## config.mk

```make
export PLATFORM = sky130hd
export DESIGN_NAME = fdiv16_flat
export DESIGN_NICKNAME = d
export VERILOG_FILES = /design/src/rtl/fdiv16_pkg.sv /design/src/rtl/fdiv16_if.sv /design/src/rtl/fdiv16_round.sv /design/src/rtl/fdiv16.sv /design/src/flat_wrapper.sv
export SDC_FILE = /design/constraint.sdc
export NUM_CORES = 1
export LEC_CHECK = 0
export CORE_ASPECT_RATIO = 1.1
export CORE_UTILIZATION = 45
export DETAILED_ROUTE_END_ITERATION = 12
export PLACE_DENSITY = 0.66
export SLEW_MARGIN = 20
export SYNTH_ARGS = -nofsm -noshare
export SYNTH_HDL_FRONTEND = slang
export SYNTH_SLANG_ARGS = --single-unit
export TNS_END_PERCENT = 10
```

## constraint.sdc

```tcl
create_clock -name clk -period 11.3 [get_ports clk]
set_input_delay 2.26 -clock clk [delete_from_list [all_inputs] [get_ports clk]]
set_output_delay 2.26 -clock clk [all_outputs]
set_load 0.03 [all_outputs]
```

## src/rtl/fdiv16_pkg.sv

```systemverilog
`default_nettype none
// +----------------------------------------------------------------------+
// | Module   : fdiv16_pkg                                                |
// | Purpose  : Shared constants, FSM state encoding, rounding-mode and   |
// |            flag-bit encodings, and FP16 operand classification for   |
// |            the fdiv16 divider.                                       |
// | Ports    : none (package)                                            |
// | Revision : 1.0  initial release                                      |
// +----------------------------------------------------------------------+
package fdiv16_pkg;

  typedef enum logic [1:0] {
    ST_IDLE  = 2'd0,
    ST_ITER  = 2'd1,
    ST_ROUND = 2'd2,
    ST_DONE  = 2'd3
  } state_t;

  localparam logic [1:0] RM_RZ  = 2'b00;
  localparam logic [1:0] RM_RNE = 2'b01;
  localparam logic [1:0] RM_RM  = 2'b10;
  localparam logic [1:0] RM_RP  = 2'b11;

  localparam int FLAG_NV = 3;
  localparam int FLAG_OF = 2;
  localparam int FLAG_UF = 1;
  localparam int FLAG_NX = 0;

  localparam logic [15:0] QNAN   = 16'h7e00;
  localparam logic [15:0] MAXFIN = 16'h7bff;
  localparam int unsigned ITERS  = 13;

  typedef struct packed {
    logic is_zero;   // true zero or subnormal (subnormals flush to zero)
    logic is_inf;
    logic is_nan;
    logic is_snan;
  } fp16_class_t;

  // Classify the magnitude bits of an FP16 value.
  function automatic fp16_class_t fp16_classify(input logic [14:0] mag);
    fp16_class_t c;
    c.is_zero = (mag[14:10] == 5'd0);
    c.is_inf  = (mag[14:10] == 5'h1f) && (mag[9:0] == 10'd0);
    c.is_nan  = (mag[14:10] == 5'h1f) && (mag[9:0] != 10'd0);
    c.is_snan = c.is_nan && !mag[9];
    return c;
  endfunction

endpackage
`default_nettype wire

```

## src/rtl/fdiv16_if.sv

```systemverilog
`default_nettype none
// +----------------------------------------------------------------------+
// | Module   : fdiv16_if                                                 |
// | Purpose  : Operand/result handshake bundle for fdiv16.               |
// | Ports    : in_valid/in_ready/x/y/roundMode  - operand channel        |
// |            out_valid/out_ready/result/flags - result channel         |
// |            modport master : producer/consumer side (testbench, SoC)  |
// |            modport slave  : divider side                             |
// | Revision : 1.0  initial release                                      |
// +----------------------------------------------------------------------+
interface fdiv16_if;
  logic        in_valid;
  logic        in_ready;
  logic [15:0] x;
  logic [15:0] y;
  logic [1:0]  roundMode;
  logic        out_valid;
  logic        out_ready;
  logic [15:0] result;
  logic [3:0]  flags;

  modport master (
    output in_valid, x, y, roundMode, out_ready,
    input  in_ready, out_valid, result, flags
  );

  modport slave (
    input  in_valid, x, y, roundMode, out_ready,
    output in_ready, out_valid, result, flags
  );
endinterface
`default_nettype wire

```

## src/rtl/fdiv16_round.sv

```systemverilog
`default_nettype none
// +----------------------------------------------------------------------+
// | Module   : fdiv16_round                                              |
// | Purpose  : Combinational rounding plus overflow/underflow result     |
// |            selection for the fdiv16 quotient.                        |
// | Ports    : sign    - result sign                                     |
// |            exp_in  - normalized unbiased+15 exponent (7-bit signed)  |
// |            sig     - 11-bit significand incl. hidden bit             |
// |            guard/sticky - rounding bits                              |
// |            mode    - rounding mode                                   |
// |            result/flags - packed FP16 result and {NV,OF,UF,NX}       |
// | Revision : 1.0  initial release                                      |
// +----------------------------------------------------------------------+
module fdiv16_round
  import fdiv16_pkg::*;
(
  input  logic              sign,
  input  logic signed [6:0] exp_in,
  input  logic [10:0]       sig,
  input  logic              guard,
  input  logic              sticky,
  input  logic [1:0]        mode,
  output logic [15:0]       result,
  output logic [3:0]        flags
);

  logic              inexact;
  logic              inc;
  logic [11:0]       sum;
  logic signed [6:0] exp_r;
  logic [9:0]        frac;
  logic              to_inf;

  always_comb begin
    inexact = guard | sticky;
    inc     = 1'b0;
    case (mode)
      RM_RZ:   inc = 1'b0;
      RM_RNE:  inc = guard & (sticky | sig[0]);
      RM_RM:   inc = sign & inexact;
      RM_RP:   inc = ~sign & inexact;
      default: inc = 1'b0;
    endcase

    sum = {1'b0, sig} + {11'd0, inc};
    // Carry out of 1.111..1 leaves 10.000..0: bump exponent, fraction is 0.
    exp_r = exp_in + (sum[11] ? 7'sd1 : 7'sd0);
    frac  = sum[11] ? sum[10:1] : sum[9:0];

    to_inf = (mode == RM_RNE) | ((mode == RM_RP) & ~sign) | ((mode == RM_RM) & sign);

    result = {sign, exp_r[4:0], frac};
    flags  = 4'd0;
    flags[FLAG_NX] = inexact;

    if (exp_r >= 7'sd31) begin
      result = to_inf ? {sign, 5'h1f, 10'd0} : {sign, MAXFIN[14:0]};
      flags[FLAG_OF] = 1'b1;
      flags[FLAG_NX] = 1'b1;
    end else if (exp_r <= 7'sd0) begin
      // No subnormal outputs: anything below the normal range flushes.
      result = {sign, 15'd0};
      flags[FLAG_UF] = 1'b1;
      flags[FLAG_NX] = 1'b1;
    end
  end

endmodule
`default_nettype wire

```

## src/rtl/fdiv16.sv

```systemverilog
`default_nettype none
// +----------------------------------------------------------------------+
// | Module   : fdiv16                                                    |
// | Purpose  : Iterative FP16 divider, radix-2 restoring, one quotient   |
// |            bit per cycle, with valid/ready operand and result        |
// |            channels.                                                 |
// | Ports    : clk     - clock, rising edge                              |
// |            reset_n - synchronous active-low reset                    |
// |            bus     - fdiv16_if.slave handshake bundle                |
// | Config   : FDIV16_BACK2BACK_EN - accept a new operand pair in the    |
// |            same cycle the previous result retires (no bubble).       |
// | Revision : 1.0  initial release                                      |
// +----------------------------------------------------------------------+
module fdiv16
  import fdiv16_pkg::*;
(
  input  logic    clk,
  input  logic    reset_n,
  fdiv16_if.slave bus
);

  localparam logic [3:0] CNT_FIRST = 4'(ITERS - 1);

  state_t      state_q, state_d;
  logic [15:0] x_q, x_d;
  logic [15:0] y_q, y_d;
  logic [1:0]  mode_q, mode_d;
  logic [3:0]  cnt_q, cnt_d;
  logic [11:0] rem_q, rem_d;
  logic [12:0] quo_q, quo_d;
  logic [15:0] result_q, result_d;
  logic [3:0]  flags_q, flags_d;

  logic        in_ready_w;
  logic        accept;

  // ---------------- handshake ----------------
`ifdef FDIV16_BACK2BACK_EN
  assign in_ready_w = (state_q == ST_IDLE) | ((state_q == ST_DONE) & bus.out_ready);
`else
  assign in_ready_w = (state_q == ST_IDLE);
`endif
  assign accept = bus.in_valid & in_ready_w;

  assign bus.in_ready  = in_ready_w;
  assign bus.out_valid = (state_q == ST_DONE);
  assign bus.result    = result_q;
  assign bus.flags     = flags_q;

  // ---------------- special-case detection on incoming operands ----------------
  fp16_class_t cx, cy;
  logic        special;
  logic        sign_in;
  logic        nan_case;
  logic [15:0] spec_result;
  logic [3:0]  spec_flags;

  assign cx      = fp16_classify(bus.x[14:0]);
  assign cy      = fp16_classify(bus.y[14:0]);
  assign sign_in = bus.x[15] ^ bus.y[15];
  assign special = cx.is_zero | cx.is_inf | cx.is_nan | cy.is_zero | cy.is_inf | cy.is_nan;
  assign nan_case = cx.is_nan | cy.is_nan | (cx.is_zero & cy.is_zero) | (cx.is_inf & cy.is_inf);

  always_comb begin
    spec_result = {sign_in, 15'd0};
    spec_flags  = 4'd0;
    if (nan_case) begin
      spec_result = QNAN;
      // A quiet NaN input propagates silently; invalid ops and sNaN raise NV.
      spec_flags[FLAG_NV] = cx.is_snan | cy.is_snan | (cx.is_zero & cy.is_zero) |
                            (cx.is_inf & cy.is_inf);
    end else if (cy.is_zero | cx.is_inf) begin
      spec_result = {sign_in, 5'h1f, 10'd0};
    end
  end

  // ---------------- restoring divide step ----------------
  logic [11:0] rem_cur;
  logic [11:0] divisor;
  logic        take;
  logic [11:0] rem_sub;
  logic [11:0] rem_step;

  // The first step seeds the partial remainder with 1.mx from the operand register.
  assign rem_cur  = (cnt_q == CNT_FIRST) ? {2'b01, x_q[9:0]} : rem_q;
  assign divisor  = {2'b01, y_q[9:0]};
  assign take     = (rem_cur >= divisor);
  assign rem_sub  = take ? (rem_cur - divisor) : rem_cur;
  assign rem_step = rem_sub << 1;

  // ---------------- normalization ----------------
  logic signed [6:0] exp_raw;
  logic signed [6:0] exp_norm;
  logic [10:0]       sig;
  logic              guard;
  logic              sticky;
  logic [15:0]       rnd_result;
  logic [3:0]        rnd_flags;

  assign exp_raw  = $signed({2'b00, x_q[14:10]}) - $signed({2'b00, y_q[14:10]}) + 7'sd15;
  // Quotient of two [1,2) significands lies in (0.5,2); q[12] is the integer bit.
  assign exp_norm = quo_q[12] ? exp_raw : (exp_raw - 7'sd1);
  assign sig      = quo_q[12] ? quo_q[12:2] : quo_q[11:1];
  assign guard    = quo_q[12] ? quo_q[1] : quo_q[0];
  assign sticky   = (quo_q[12] & quo_q[0]) | (rem_q != 12'd0);

  fdiv16_round u_round (
    .sign   (x_q[15] ^ y_q[15]),
    .exp_in (exp_norm),
    .sig    (sig),
    .guard  (guard),
    .sticky (sticky),
    .mode   (mode_q),
    .result (rnd_result),
    .flags  (rnd_flags)
  );

  // ---------------- next state ----------------
  always_comb begin
    state_d  = state_q;
    x_d      = x_q;
    y_d      = y_q;
    mode_d   = mode_q;
    cnt_d    = cnt_q;
    rem_d    = rem_q;
    quo_d    = quo_q;
    result_d = result_q;
    flags_d  = flags_q;

    case (state_q)
      ST_IDLE: begin
        state_d = ST_IDLE;
      end
      ST_ITER: begin
        rem_d = rem_step;
        quo_d = {quo_q[11:0], take};
        if (cnt_q == 4'd0) begin
          state_d = ST_ROUND;
        end else begin
          cnt_d = cnt_q - 4'd1;
        end
      end
      ST_ROUND: begin
        result_d = rnd_result;
        flags_d  = rnd_flags;
        state_d  = ST_DONE;
      end
      ST_DONE: begin
        if (bus.out_ready) begin
          state_d = ST_IDLE;
        end
      end
      default: state_d = ST_IDLE;
    endcase

    // Accept can only occur in IDLE, or in DONE while retiring (back-to-back build).
    if (accept) begin
      x_d    = bus.x;
      y_d    = bus.y;
      mode_d = bus.roundMode;
      if (special) begin
        state_d  = ST_DONE;
        result_d = spec_result;
        flags_d  = spec_flags;
      end else begin
        state_d = ST_ITER;
        cnt_d   = CNT_FIRST;
        rem_d   = 12'd0;
        quo_d   = 13'd0;
      end
    end
  end

  always_ff @(posedge clk) begin
    if (!reset_n) begin
      state_q  <= ST_IDLE;
      x_q      <= 16'd0;
      y_q      <= 16'd0;
      mode_q   <= 2'd0;
      cnt_q    <= 4'd0;
      rem_q    <= 12'd0;
      quo_q    <= 13'd0;
      result_q <= 16'd0;
      flags_q  <= 4'd0;
    end else begin
      state_q  <= state_d;
      x_q      <= x_d;
      y_q      <= y_d;
      mode_q   <= mode_d;
      cnt_q    <= cnt_d;
      rem_q    <= rem_d;
      quo_q    <= quo_d;
      result_q <= result_d;
      flags_q  <= flags_d;
    end
  end

endmodule
`default_nettype wire

```

## src/flat_wrapper.sv

```systemverilog
// flat-port wrapper written by rule: the top's interface ports become plain ports
module fdiv16_flat import fdiv16_pkg::*;
  (clk, reset_n, bus_in_valid, bus_x, bus_y, bus_roundMode, bus_out_ready, bus_in_ready, bus_out_valid, bus_result, bus_flags);
  fdiv16_if bus_i ();
  input  logic clk;
  input  logic reset_n;
  input wire logic [$bits(bus_i.in_valid)-1:0] bus_in_valid;
  input wire logic [$bits(bus_i.x)-1:0] bus_x;
  input wire logic [$bits(bus_i.y)-1:0] bus_y;
  input wire logic [$bits(bus_i.roundMode)-1:0] bus_roundMode;
  input wire logic [$bits(bus_i.out_ready)-1:0] bus_out_ready;
  output wire logic [$bits(bus_i.in_ready)-1:0] bus_in_ready;
  output wire logic [$bits(bus_i.out_valid)-1:0] bus_out_valid;
  output wire logic [$bits(bus_i.result)-1:0] bus_result;
  output wire logic [$bits(bus_i.flags)-1:0] bus_flags;
  assign bus_i.in_valid = bus_in_valid;
  assign bus_i.x = bus_x;
  assign bus_i.y = bus_y;
  assign bus_i.roundMode = bus_roundMode;
  assign bus_i.out_ready = bus_out_ready;
  assign bus_in_ready = bus_i.in_ready;
  assign bus_out_valid = bus_i.out_valid;
  assign bus_result = bus_i.result;
  assign bus_flags = bus_i.flags;
  fdiv16 u_core (.clk(clk), .reset_n(reset_n), .bus(bus_i));
endmodule
```

Word-level counts from Yosys, hierarchy flattened
Cells that the tools add are included.
{"block": "op_classes", "bitwise": 29, "n_mux": 39, "eq_ne": 11, "add_sub_neg": 7, "magnitude_cmp": 3, "n_reduce_logical": 19}
{"cell": "$mux 16", "n": 4}
{"cell": "$mux 12", "n": 4}
{"cell": "$mux 15", "n": 3}
{"cell": "$mux 13", "n": 3}
{"cell": "$mux 11", "n": 3}
{"cell": "$mux 4", "n": 7}
{"cell": "$logic_not 10->1", "n": 2}
{"cell": "$reduce_bool 10->1", "n": 2}
{"cell": "$or 1x1->1", "n": 17}
{"cell": "$add 11x1->12", "n": 1}
{"cell": "$ge 12x11->1", "n": 1}
{"cell": "$reduce_bool 12->1", "n": 1}
{"cell": "$sub 11x11->11", "n": 1}
{"cell": "$eq 5x5->1 const B", "n": 2}
{"cell": "$logic_not 5->1", "n": 2}
{"cell": "$mux 10", "n": 1}
{"cell": "$mux 2", "n": 5}
{"cell": "$and 1x1->1", "n": 9}
{"cell": "$eq 2x2->1 const B", "n": 4}
{"cell": "$pmux 2 s4", "n": 1}
{"cell": "$add 7x2->7", "n": 1}
{"cell": "$add 7x5->7 const B", "n": 1}
{"cell": "$ge 7x6->1 const B", "n": 1}
{"cell": "$le 7x1->1 const B", "n": 1}
{"cell": "other kinds (17)", "n": 31}
{"block": "totals", "in_bits": 38, "out_inout_bits": 22, "ff_bits": 85, "word_cells": 117}

Logic depth before layout (Yosys ltp)
Gate-level depths: netlist of the first run.
{"block": "depth", "ltp_word": 14, "depth_mapped": 21, "depth_no_buf": 20}

By module
A second synthesis of the first run with hierarchy kept.
{"block": "unflattened", "cells_unflattened": 648, "area_unflattened_um2": 5465.2}
{"module": "fdiv16", "seq_area_each_um2": 1701.6, "area_each_um2": 4733.3, "instances": 1, "cells_per_inst": 553}
{"module": "fdiv16_round", "seq_area_each_um2": 0.0, "area_each_um2": 732.0, "instances": 1, "cells_per_inst": 95}

Least setup slack after synthesis of the first run
Ideal clock, no wire load.
{"block": "synth_path", "kind": "reg2reg", "startpoint": "register u_core.quo_q[12]", "endpoint": "register u_core.result_q[4], in the netlist u_core.bus.result[4]", "stages_incl_launch_ff": 22, "period_less_slack_ns": 4.232, "path_buffers": 3, "slack_ns": 7.068, "setup_ns": 0.070, "required_time_ns": 11.230, "arrival_time_ns": 4.162, "cell_sequence": "dfxtp_1 -> buf_1 -> clkbuf_1 -> mux2_2 -> nand2b_1 -> nand2_1 -> o21ai_0 -> ha_1 -> nand3_1 -> a21oi_1 -> and4_1 -> o211ai_2 -> inv_1 -> ha_1 -> ha_1 -> and3_1 -> nand2_1 -> or3_1 -> a211oi_2 -> buf_4 -> o2111ai_1 -> a21oi_1"}
{"block": "synth_between", "elab_chain_len": 14, "elab_cells_between_ends": 22, "cone_classes": "add/sub (2); order compare (2); mux (11); bitwise (7)"}
{"element": "start: declaration", "line_no": "fdiv16.sv:30", "rtl": "logic [12:0] quo_q, quo_d;"}
{"element": "start signal: assignment", "line_no": "fdiv16.sv:192", "rtl": "quo_q <= quo_d;"}
{"element": "$and 1x1->1", "line_no": "fdiv16.sv:105", "rtl": "assign sticky = (quo_q[12] & quo_q[0]) | (rem_q != 12'd0);"}
{"element": "$or 1x1->1", "line_no": "fdiv16.sv:105"}
{"element": "$or 1x1->1 (on tied branches)", "line_no": "fdiv16_round.sv:35, fdiv16_round.sv:39"}
{"element": "$and 1x1->1 (on tied branches)", "line_no": "fdiv16_round.sv:41, fdiv16_round.sv:39, fdiv16_round.sv:40"}
{"element": "$pmux 1 s4", "line_no": "fdiv16_round.sv:37", "rtl": "case (mode)"}
{"element": "$add 11x1->12", "line_no": "fdiv16_round.sv:45", "rtl": "sum = {1'b0, sig} + {11'd0, inc};"}
{"element": "$mux 1", "line_no": "fdiv16_round.sv:47", "rtl": "exp_r = exp_in + (sum[11] ? 7'sd1 : 7'sd0);"}
{"element": "$add 7x2->7", "line_no": "fdiv16_round.sv:47"}
{"element": "$le 7x1->1", "line_no": "fdiv16_round.sv:60", "rtl": "end else if (exp_r <= 7'sd0) begin"}
{"element": "$mux 15", "line_no": "fdiv16_round.sv:60"}
{"element": "$mux 15 *", "line_no": "fdiv16_round.sv:56", "rtl": "if (exp_r >= 7'sd31) begin"}
{"element": "$mux 16 *", "line_no": "fdiv16.sv:130", "rtl": "case (state_q)"}
{"element": "$mux 16", "line_no": "fdiv16.sv:161", "rtl": "if (special) begin"}
{"element": "$mux 16 *", "line_no": "fdiv16.sv:157", "rtl": "if (accept) begin"}
{"element": "end signal: assignment", "line_no": "fdiv16.sv:193", "rtl": "result_q <= result_d;"}
{"element": "end: declaration", "line_no": "fdiv16.sv:31", "rtl": "logic [15:0] result_q, result_d;"}
Mark *: on every way between the ends. The rest lies on a longest branch, timed or not.
A chain may end at the register's enable or synchronous reset.

Worst setup path after layout of the first run
{"block": "layout_path", "startpoint": "register u_core.cnt_q[0]", "endpoint": "register u_core.rem_q[2]"}
{"block": "layout_between", "elab_chain_len": 7, "elab_cells_between_ends": 8, "cone_classes": "add/sub (1); order compare (1); eq/ne (1); mux (5)"}
{"element": "start: declaration", "line_no": "fdiv16.sv:28", "rtl": "logic [3:0] cnt_q, cnt_d;"}
{"element": "start signal: assignment", "line_no": "fdiv16.sv:190", "rtl": "cnt_q <= cnt_d;"}
{"element": "$eq 4x4->1 *", "line_no": "fdiv16.sv:85", "rtl": "assign rem_cur = (cnt_q == CNT_FIRST) ? {2'b01, x_q[9:0]} : rem_q;"}
{"element": "$mux 12 *", "line_no": "fdiv16.sv:85"}
{"element": "$sub 11x11->11 or $ge 12x11->1 (tied branches)", "line_no": "fdiv16.sv:88, fdiv16.sv:87"}
{"element": "$mux 11 *", "line_no": "fdiv16.sv:88", "rtl": "assign rem_sub = take ? (rem_cur - divisor) : rem_cur;"}
{"element": "$mux 12 *", "line_no": "fdiv16.sv:130"}
{"element": "$mux 12", "line_no": "fdiv16.sv:161"}
{"element": "$mux 12 *", "line_no": "fdiv16.sv:157"}
{"element": "end signal: assignment", "line_no": "fdiv16.sv:191", "rtl": "rem_q <= rem_d;"}
{"element": "end: declaration", "line_no": "fdiv16.sv:29", "rtl": "logic [11:0] rem_q, rem_d;"}
Marks and branches as above.

==> metrics.txt, run 1 <==
largest family of logic cells by synthesized area simple AND/OR/NAND/NOR gates; dpl ws 6.40 ns; flop2flop setup slack 6.43 ns; Critical Path RT 11.49 ns; Reg2Reg Depth 17; simple-gate share of the synthesized area 0.219; total setup buffers inserted after CTS 0; largest net degree at the start of global routing 45; Final Util 0.552; Placer Congestion 0.807; Via Count 4,702; number of global-route vias before repair 4,436; Setup Skew 0.0109 ns; syn_area_per_cell 7.98 um^2; Pwr Density 198 nW/um^2; drt first-iter violations 178; CTS Root Cell clkbuf_16; CTS tree done; fraction of layout cells with a size suffix above 1 0.0669; Die Wd 106 um; fin crit period 4.87 ns; crit path DAT 5.06 ns; maximum clock rate 205 MHz; Post-synth EDFFs 0; Worst R2R Start u_core.cnt_q[0]$_SDFF_PN0_; RSZ-0062 raised after global routing false; fin crit share 0.431; leakage 2.48 nW; DR vias/cell 5.42; endpoints failing hold 0; drt wl/cell 14.4 um; met3 WL 353 um; Placeable Area 11,500 um^2; mux contribution to synthesized area 0.0823; final setup fails 0; register area 1700 um^2; total clock sinks 85; met2 WL 6.39 mm; Synth Flop Type dfxtp_1; Final WS setup 6.43 ns; WHS Path Cells 2; Fillers 1,090; total routed wirelength 12.5 mm; maximum fanout along the worst path 18; crit path kind reg -> reg; CTS Buf Count 9; Remaining DRCs 0; warnings from Yosys 0; first-pass GRT wire length 20.6 mm; gr usage total 0.211; critical path endpoint category register; worst r2r dst u_core.rem_q[2]$_SDFF_PN0_; Compound-Gate Fraction of Synth Area 0.202; VDD IR max 92.7 uV; # hold bufs at CTS 0; Rows 41; Worst Tran Pin Value 0.895 ns; area delta synth->final 18.7%; post-synth cell types 68; Post-Syn Nets 740; Post-synth ARST share 0; clock-pin slew on the worst setup and hold paths 0.06 ns; Hold Slack 0.464 ns; Initial Util 0.465; Hold Startpoint u_core.y_q[7]$_SDFFE_PN0P_; Final nets 779; Yosys reg bits 85; initial antenna violation count 0; Skew-Pair Late Insertion Delay 0.34 ns; io pins 60; WL met1 5.53 mm; xor and xnor area share after synthesis 0.0632; Slew Limit Fails 0; Die Height 117 um; PortBufs 59; Mapped Area 5370 um^2; crit path launch type register; status complete, no violations; antenna-violating nets left 0; # resized after CTS 0; hold worst-path end u_core.y_q[7]$_SDFFE_PN0P_; # diodes 0; setup_tns 0 ns; placed standard-cell area 6050 um^2; max-cap viol count 0; design area 6370 um^2; Die Area 12,400 um^2; top sig layer met4; area occupied by multi-input gates 3420 um^2; Syn Inst Count 673; Hold WC Path Type reg -> reg; Longest Clk Path Bufs 2; DR pass1 iterations 5; Post-Synth Adder-Cell Area 0.0704; Rel. slew slack 0.402; CTS H-tree lvls 3; Detail Placement HPWL 9.48 mm; Seq/Total Area, Yosys 0.317; GR Overflow Total 0
==> worst max-delay path by stage <==
| stage | from | to | slack, ns |
|---|---|---|---|
| finish | u_core.cnt_q[0]$_SDFF_PN0_ | u_core.rem_q[2]$_SDFF_PN0_ | 6.43 |
| global route | u_core.quo_q[12]$_SDFF_PN0_ | u_core.bus.result[4]$_SDFF_PN0_ | 6.02 |
| CTS | u_core.quo_q[12]$_SDFF_PN0_ | u_core.bus.result[4]$_SDFF_PN0_ | 6.43 |
| detailed placement | bus_y[11] | u_core.bus.result[14]$_SDFF_PN0_ | 6.40 |
| global placement | u_core.quo_q[12]$_SDFF_PN0_ | u_core.bus.result[4]$_SDFF_PN0_ | 6.47 |
| floorplan | u_core.quo_q[12]$_SDFF_PN0_ | u_core.bus.result[4]$_SDFF_PN0_ | 7.07 |
==> critical path: stages (launching register included) <==
cell and delay (ns):
dfxtp_1 0.30, inv_1 0.09, ha_1 0.23, nand3_1 0.46, mux2i_1 0.39, ha_1 0.22, inv_1 0.06, fa_1 0.41
a21o_1 0.20, a21oi_1 0.24, o21bai_1 0.13, a2111oi_0 0.57, o31a_1 0.28, a21bo_2 0.15, nand2_1 0.33, mux2_1 0.46
mux2i_1 0.14, nor2_1 0.05
==> state kept, by name (all words and copies together), names as in the netlist <==
signal	count
u_core.mode_q	2
u_core.rem_q	12
u_core.cnt_q	4
u_core.bus.result	16
u_core.bus.flags	4
u_core.quo_q	13
u_core.y_q	16
u_core.x_q	16
u_core.state_q	2
==> layout by cell type, fill, tap and decap left out, drive strengths merged, types with 5 or more instances in the layout <==
cell type      netlist  routed
nand2              123     123
dfxtp               85      85
clkdlybuf4s50        0      59
nor2                53      53
o21ai               45      45
a21boi              43      43
inv                 28      28
a21oi               27      27
ha                  27      27
mux2i               26      26
nand3               20      20
xnor2               18      18
mux2                15      15
xor2                13      13
nor2b               11      11
clkbuf              33      11
nor4                10      10
a211oi              10      10
and3                 9       9
nand2b               8       8
buf                  4       6
a21o                 5       5
==> logic make-up after synthesis <==
kind of cell / Yosys count
adder cells (fa/ha/maj): 29
multiplexers: 41
flip-flops: 85
AO/OA/AOI/OAI: 162
AND/OR/NAND/NOR: 258
buffers and inverters: 65
XOR/XNOR: 33
==> Yosys cell counts (4+ instances only) <==
| cell | instances | area share |
|---|---|---|
| nor2_1 | 52 | 0.036 |
| nand2b_1 | 8 | 0.0093 |
| mux2i_1 | 25 | 0.047 |
| clkbuf_1 | 33 | 0.023 |
| xnor2_1 | 16 | 0.026 |
| ha_1 | 27 | 0.063 |
| a21boi_0 | 41 | 0.057 |
| o21ai_0 | 29 | 0.027 |
| and3_1 | 9 | 0.010 |
| mux2_2 | 14 | 0.029 |
| nand4_1 | 4 | 0.0047 |
| o21ai_1 | 16 | 0.015 |
| a21oi_1 | 27 | 0.025 |
| nor2b_1 | 11 | 0.013 |
| nor4_1 | 10 | 0.012 |
| nand2_1 | 123 | 0.086 |
| a211oi_1 | 9 | 0.013 |
| a21o_1 | 5 | 0.0070 |
| nand3_1 | 19 | 0.018 |
| dfxtp_1 | 85 | 0.32 |
| inv_1 | 28 | 0.020 |
| xor2_1 | 12 | 0.020 |
==> layout make-up <==
type	count	share of cell area
inverter	28	0.0165
clock inverter	5	0.0132
timing repair buffer	65	0.0997
tap	150	0.0294
clock buffer	11	0.0381
sequential	85	0.267
multi-input combinational	523	0.536
==> power breakdown <==
part | switching [mW] | internal [mW]
Combinational | 0.331 | 0.244
Clock | 0.122 | 0.200
Sequential | 0.0272 | 0.341
Total | 0.480 | 0.785
==> per-stage QoR <==
stage / power [mW] / std cells
after floorplan: 0.812 / 673
after detailed placement: 0.949 / 851
after global placement: 0.933 / 851
after CTS: 1.27 / 867
after global routing: 1.35 / 867
final: 1.27 / 867
==> routing by layer <==
layer,track usage,vias to the layer above
met4,0.0722,0
met3,0.0346,16
li1,-,2414
met2,0.396,73
met1,0.242,2199
met5,0,-
Note: power is estimated with default switching activity, not from simulation.
==> inputs of run 2 (changes only) <==
clock period = 4.74 ns   (was 11.3 ns; I/O delays follow)
==> metrics.txt, run 2 (synthesis gave the netlist of run 1 again) <==
first-pass GRT wire length 20.2 mm; Rows 41; endpoints failing hold 0; status complete, no violations; crit path launch type register; Longest Clk Path Bufs 2; commonest non-fill, non-tap cell in the layout nand2_1; crit path DAT 4.64 ns; # hold bufs at CTS 0; maximum clock rate 229 MHz; Pwr Density 472 nW/um^2; clock-pin slew on the worst setup and hold paths 0.06 ns; dpl ws 0.228 ns; sequential share of power 0.290; Detail Placement HPWL 9.54 mm; Rel. slew slack 0.399; Final Util 0.553; drt wl/cell 14.1 um; # diodes 0; leakage 2.49 nW; CTS Buf Count 9; RSZ-0062 raised after global routing false; max-cap viol count 0; Via Count 4,671; Remaining DRCs 0; CTS tree done; fin crit share 0.922; GR Overflow Total 0; number of global-route vias before repair 4,400; Critical Path RT 5.01 ns; Die Area 12,400 um^2; Worst Tran Pin Value 0.902 ns; final setup fails 0; Setup Skew 0.00789 ns; fraction of power consumed by the clock network 0.235; fin crit period 4.37 ns; Slew Limit Fails 0; drt first-iter violations 178; CTS H-tree lvls 3; Die Height 117 um; gr usage total 0.207; antenna-violating nets left 0; Sw Ratio 0.381; DR pass1 iterations 4; fin cells 871; Placeable Area 11,500 um^2; dpl cells 852; CTS Root Cell clkbuf_16; crit path kind reg -> reg; Placer Congestion 0.863; commonest cells after routing, fill and taps aside nand2_1, dfxtp_1, clkdlybuf4s50_1; Final nets 783; initial antenna violation count 0; total clock sinks 85; Pwr Total 3.01 mW; Int Power 1.87 mW; area delta synth->final 18.9%; largest net degree at the start of global routing 36; maximum fanout along the worst path 8; Fillers 1,087; fraction of layout cells with a size suffix above 1 0.0735; total routed wirelength 12.3 mm; Die Wd 106 um; VDD IR max 200 uV; Sw Pwr 1.15 mW; io pins 60; Skew-Pair Late Insertion Delay 0.34 ns; Final WS setup 0.368 ns; critical path endpoint category register; Comb pwr share 0.475; PortBufs 59; DR vias/cell 5.36; Hold WC Path Type reg -> reg; Initial Util 0.465; setup_tns 0 ns
run 2: cell types whose count changed in the layout (fill, tap and decap cells not counted), sizes merged:
| cell | before | now |
|---|---|---|
| buf | 6 | 10 |
| bufinv | 2 | 1 |
| clkbuf | 11 | 10 |
| clkinv | 1 | 2 |
| clkinvlp | 2 | 3 |
run 2: critical path, cell delays in order (launching register included):
cell and delay [ns]:
dfxtp_1 0.32, xnor2_1 0.26, ha_1 0.29, a211o_1 0.23
o21ai_0 0.08, ha_1 0.24, nand3_1 0.09, a21oi_1 0.25
and4_1 0.35, o211ai_2 0.20, inv_1 0.16, ha_1 0.17
ha_1 0.17, and3_1 0.21, nand2_1 0.07, or3_1 0.42
a211oi_4 0.38, buf_4 0.19, nand3_1 0.07, a21oi_1 0.14
run 2: what timing repair did:
item                                    in CTS  in global routing
resized for setup                            0                  1
setup buffers                                0                  3
endpoints found under the setup margin       0                 10
run 2: layer usage:
layer  track usage  vias up  wire [um]  share of wire
met1         0.239     2132       5480           0.44
met3        0.0257       23        372          0.030
met2         0.384       98       6140           0.50
met5             0        -          0              0
met4        0.0917        0        335          0.027
li1              -     2418          -              -
run 2: power by group through the flow:
stage | sequential [mW] | clock (mW) | combinational (mW)
global placement | 0.886 | 0 | 1.35
global route | 0.887 | 0.753 | 1.57
floorplan | 0.951 | 0 | 0.984
finish | 0.875 | 0.708 | 1.43
CTS | 0.875 | 0.718 | 1.38
detailed placement | 0.891 | 0 | 1.37
run 2: path summary, 6_finish.rpt:
path | startpoint | endpoint | cells after the start | slack [ns]
hold reg to reg | u_core.y_q[5]$_SDFFE_PN0P_ | u_core.y_q[5]$_SDFFE_PN0P_ | 2 | 0.46
setup reg to reg | u_core.x_q[15]$_SDFFE_PN0P_ | u_core.bus.result[8]$_SDFF_PN0_ | 19 | 0.37
setup / recovery | u_core.x_q[15]$_SDFFE_PN0P_ | u_core.bus.result[8]$_SDFF_PN0_ | 19 | 0.37
hold / removal | u_core.y_q[5]$_SDFFE_PN0P_ | u_core.y_q[5]$_SDFFE_PN0P_ | 2 | 0.46
run 2: area by class of cell:
type                       count  area [um^2]  share of cell area
multi-input combinational    523         3420               0.536
clock inverter                 6         62.6             0.00980
timing repair buffer          69          666               0.104
inverter                      28          105              0.0165
tap                          150          188              0.0294
sequential                    85         1700               0.266
clock buffer                  10          239              0.0374
run 2: through the flow:
step / hold WS (ns) / cell area (um^2)
after floorplan: 0.441 / 5370
after global placement: 0.453 / 6050
after detailed placement: 0.456 / 6050
after CTS: 0.464 / 6360
after global routing: 0.481 / 6390
final: 0.460 / 6390
==> inputs of run 3 (changes only) <==
clock period = 4.2 ns   (was 4.74 ns; I/O delays follow)
==> metrics.txt, run 3 (synthesis gave the netlist of run 1 again) <==
CTS tree done; Int Power 2.22 mW; commonest cells after routing, fill and taps aside nand2_1, dfxtp_1, clkdlybuf4s50_1; endpoints failing hold 0; crit path launch type register; Die Area 12,400 um^2; first-pass GRT wire length 21.4 mm; Remaining DRCs 0; setup_tns 0 ns; WHS Path Cells 2; worst r2r dst u_core.bus.result[4]$_SDFF_PN0_; Die Height 117 um; Pwr Density 543 nW/um^2; Final Util 0.565; CTS Root Cell clkbuf_16; total clock sinks 85; CP bufs+invs 2; Rows 41; fin crit period 3.97 ns; Critical Path RT 4.47 ns; PortBufs 59; CTS H-tree lvls 3; Worst Tran Pin Value 0.917 ns; Setup Skew 0.00447 ns; Sw Ratio 0.374; sequential share of power 0.279; fin cells 876; # diodes 0; Initial Util 0.465; drt first-iter violations 168; initial antenna violation count 0; clock-pin slew on the worst setup and hold paths 0.06 ns; RSZ-0062 raised after global routing true; Via Count 4,728; drt wl/cell 14.6 um; Detail Placement HPWL 9.67 mm; commonest non-fill, non-tap cell in the layout nand2_1; maximum clock rate 252 MHz; Final WS setup 0.233 ns; slowest stage delay, CP 0.40 ns; fraction of layout cells with a size suffix above 1 0.0978; Placer Congestion 0.880; critical path endpoint category register; DR vias/cell 5.40; CP Cell Sequence xnor2_2 > ha_1 > a211o_1 > o21ai_0 > ha_2 > nand3_1 > a21oi_1 > and4_2 > o211ai_4 > inv_2 > ha_1 > ha_2 > and3_4 > nand2_1 > or3_1 > a211oi_2 > buf_4 > o2111ai_1 > a21oi_1; antenna-violating nets left 0; Placeable Area 11,500 um^2; Skew-Pair Late Insertion Delay 0.34 ns; io pins 60; Hold WC Path Type reg -> reg; gr usage total 0.217; fin crit share 0.945; Longest Clk Path Bufs 2; total routed wirelength 12.8 mm; crit path kind reg -> reg; total setup buffers inserted after CTS 0; final setup fails 0; Die Wd 106 um; slowest cell on the critical path or3_1; fraction of power consumed by the clock network 0.260; Reg2Reg Depth 19; maximum fanout along the worst path 11; crit path DAT 4.24 ns; VDD IR max 253 uV; largest net degree at the start of global routing 36; number of global-route vias before repair 4,511; status complete, no violations; Final nets 788; hold worst-path end u_core.y_q[4]$_SDFFE_PN0P_; area delta synth->final 21.5%; leakage 2.52 nW; CTS Buf Count 9; flop2flop setup slack 0.23 ns; GR Overflow Total 0; dpl cells 860; Rel. slew slack 0.389; dpl ws 0.115 ns; max-cap viol count 0; Sw Pwr 1.33 mW; Hold Startpoint u_core.y_q[4]$_SDFFE_PN0P_; Comb pwr share 0.461; Slew Limit Fails 0; DR pass1 iterations 5; delay-heaviest family, CP compound AO/OA/AOI/OAI gates; Worst R2R Start u_core.x_q[15]$_SDFFE_PN0P_
==> run 3: cell types whose count changed in the layout (fill, tap and decap cells not counted), sizes merged <==
cell	delta
buf	+5
bufinv	+2
clkinv	-1
clkinvlp	-1
==> run 3: final cells by class <==
class | instances | area [um^2]
fill | 1054 | 5020
sequential | 85 | 1700
timing repair buffer | 74 | 703
clock buffer | 10 | 239
clock inverter | 6 | 110
inverter | 28 | 105
tap | 150 | 188
multi-input combinational | 523 | 3470
==> run 3: power groups by stage <==
stage,sequential (mW),clock (mW),combinational [mW]
2_1_floorplan,1.07,0,1.11
3_3_place_gp,0.999,0,1.55
3_5_place_dp,1.00,0,1.59
4_1_cts,0.987,0.940,1.60
5_1_grt,1.00,0.975,1.80
6_report,0.988,0.919,1.63
==> run 3: worst min-delay path: stages, from the launching register on <==
cell      delay, ns
dfxtp_1        0.31
nand2_1        0.05
a21boi_0       0.06
==> run 3: per-layer routing <==
layer | wire length [um] | global-route usage | up-vias
met5 | 0 | 0 | -
met4 | 262 | 0.0769 | 0
met3 | 396 | 0.0307 | 21
met2 | 6420 | 0.391 | 103
met1 | 5730 | 0.263 | 2164
li1 | - | - | 2440
==> run 3: how the worst max path moves through the flow <==
stage	startpoint	endpoint	slack [ns]	cells after the start
6_report	u_core.x_q[15]$_SDFFE_PN0P_	u_core.bus.result[4]$_SDFF_PN0_	0.23	19
5_1_grt	u_core.x_q[15]$_SDFFE_PN0P_	u_core.bus.result[4]$_SDFF_PN0_	-0.04	19
4_1_cts	u_core.cnt_q[0]$_SDFF_PN0_	u_core.rem_q[10]$_SDFF_PN0_	0.02	18
3_5_place_dp	u_core.cnt_q[0]$_SDFF_PN0_	u_core.rem_q[2]$_SDFF_PN0_	0.11	17
3_3_place_gp	u_core.cnt_q[0]$_SDFF_PN0_	u_core.rem_q[10]$_SDFF_PN0_	0.14	17
2_1_floorplan	u_core.quo_q[12]$_SDFF_PN0_	u_core.bus.result[4]$_SDFF_PN0_	0.12	21
==> run 3: timing repair <==
action / 4_1_cts / 5_1_grt
setup endpoints to repair: 0 / 28
resized for setup: 0 / 16
hold buffers: 0 / 0
==> run 3: through the flow <==
stage / hold slack [ns] / cell area (um^2) / power [mW]
global placement: 0.452 / 6110 / 2.55
finish: 0.462 / 6520 / 3.54
global route: 0.479 / 6520 / 3.77
floorplan: 0.441 / 5370 / 2.18
detailed placement: 0.458 / 6110 / 2.60
CTS: 0.466 / 6460 / 3.53
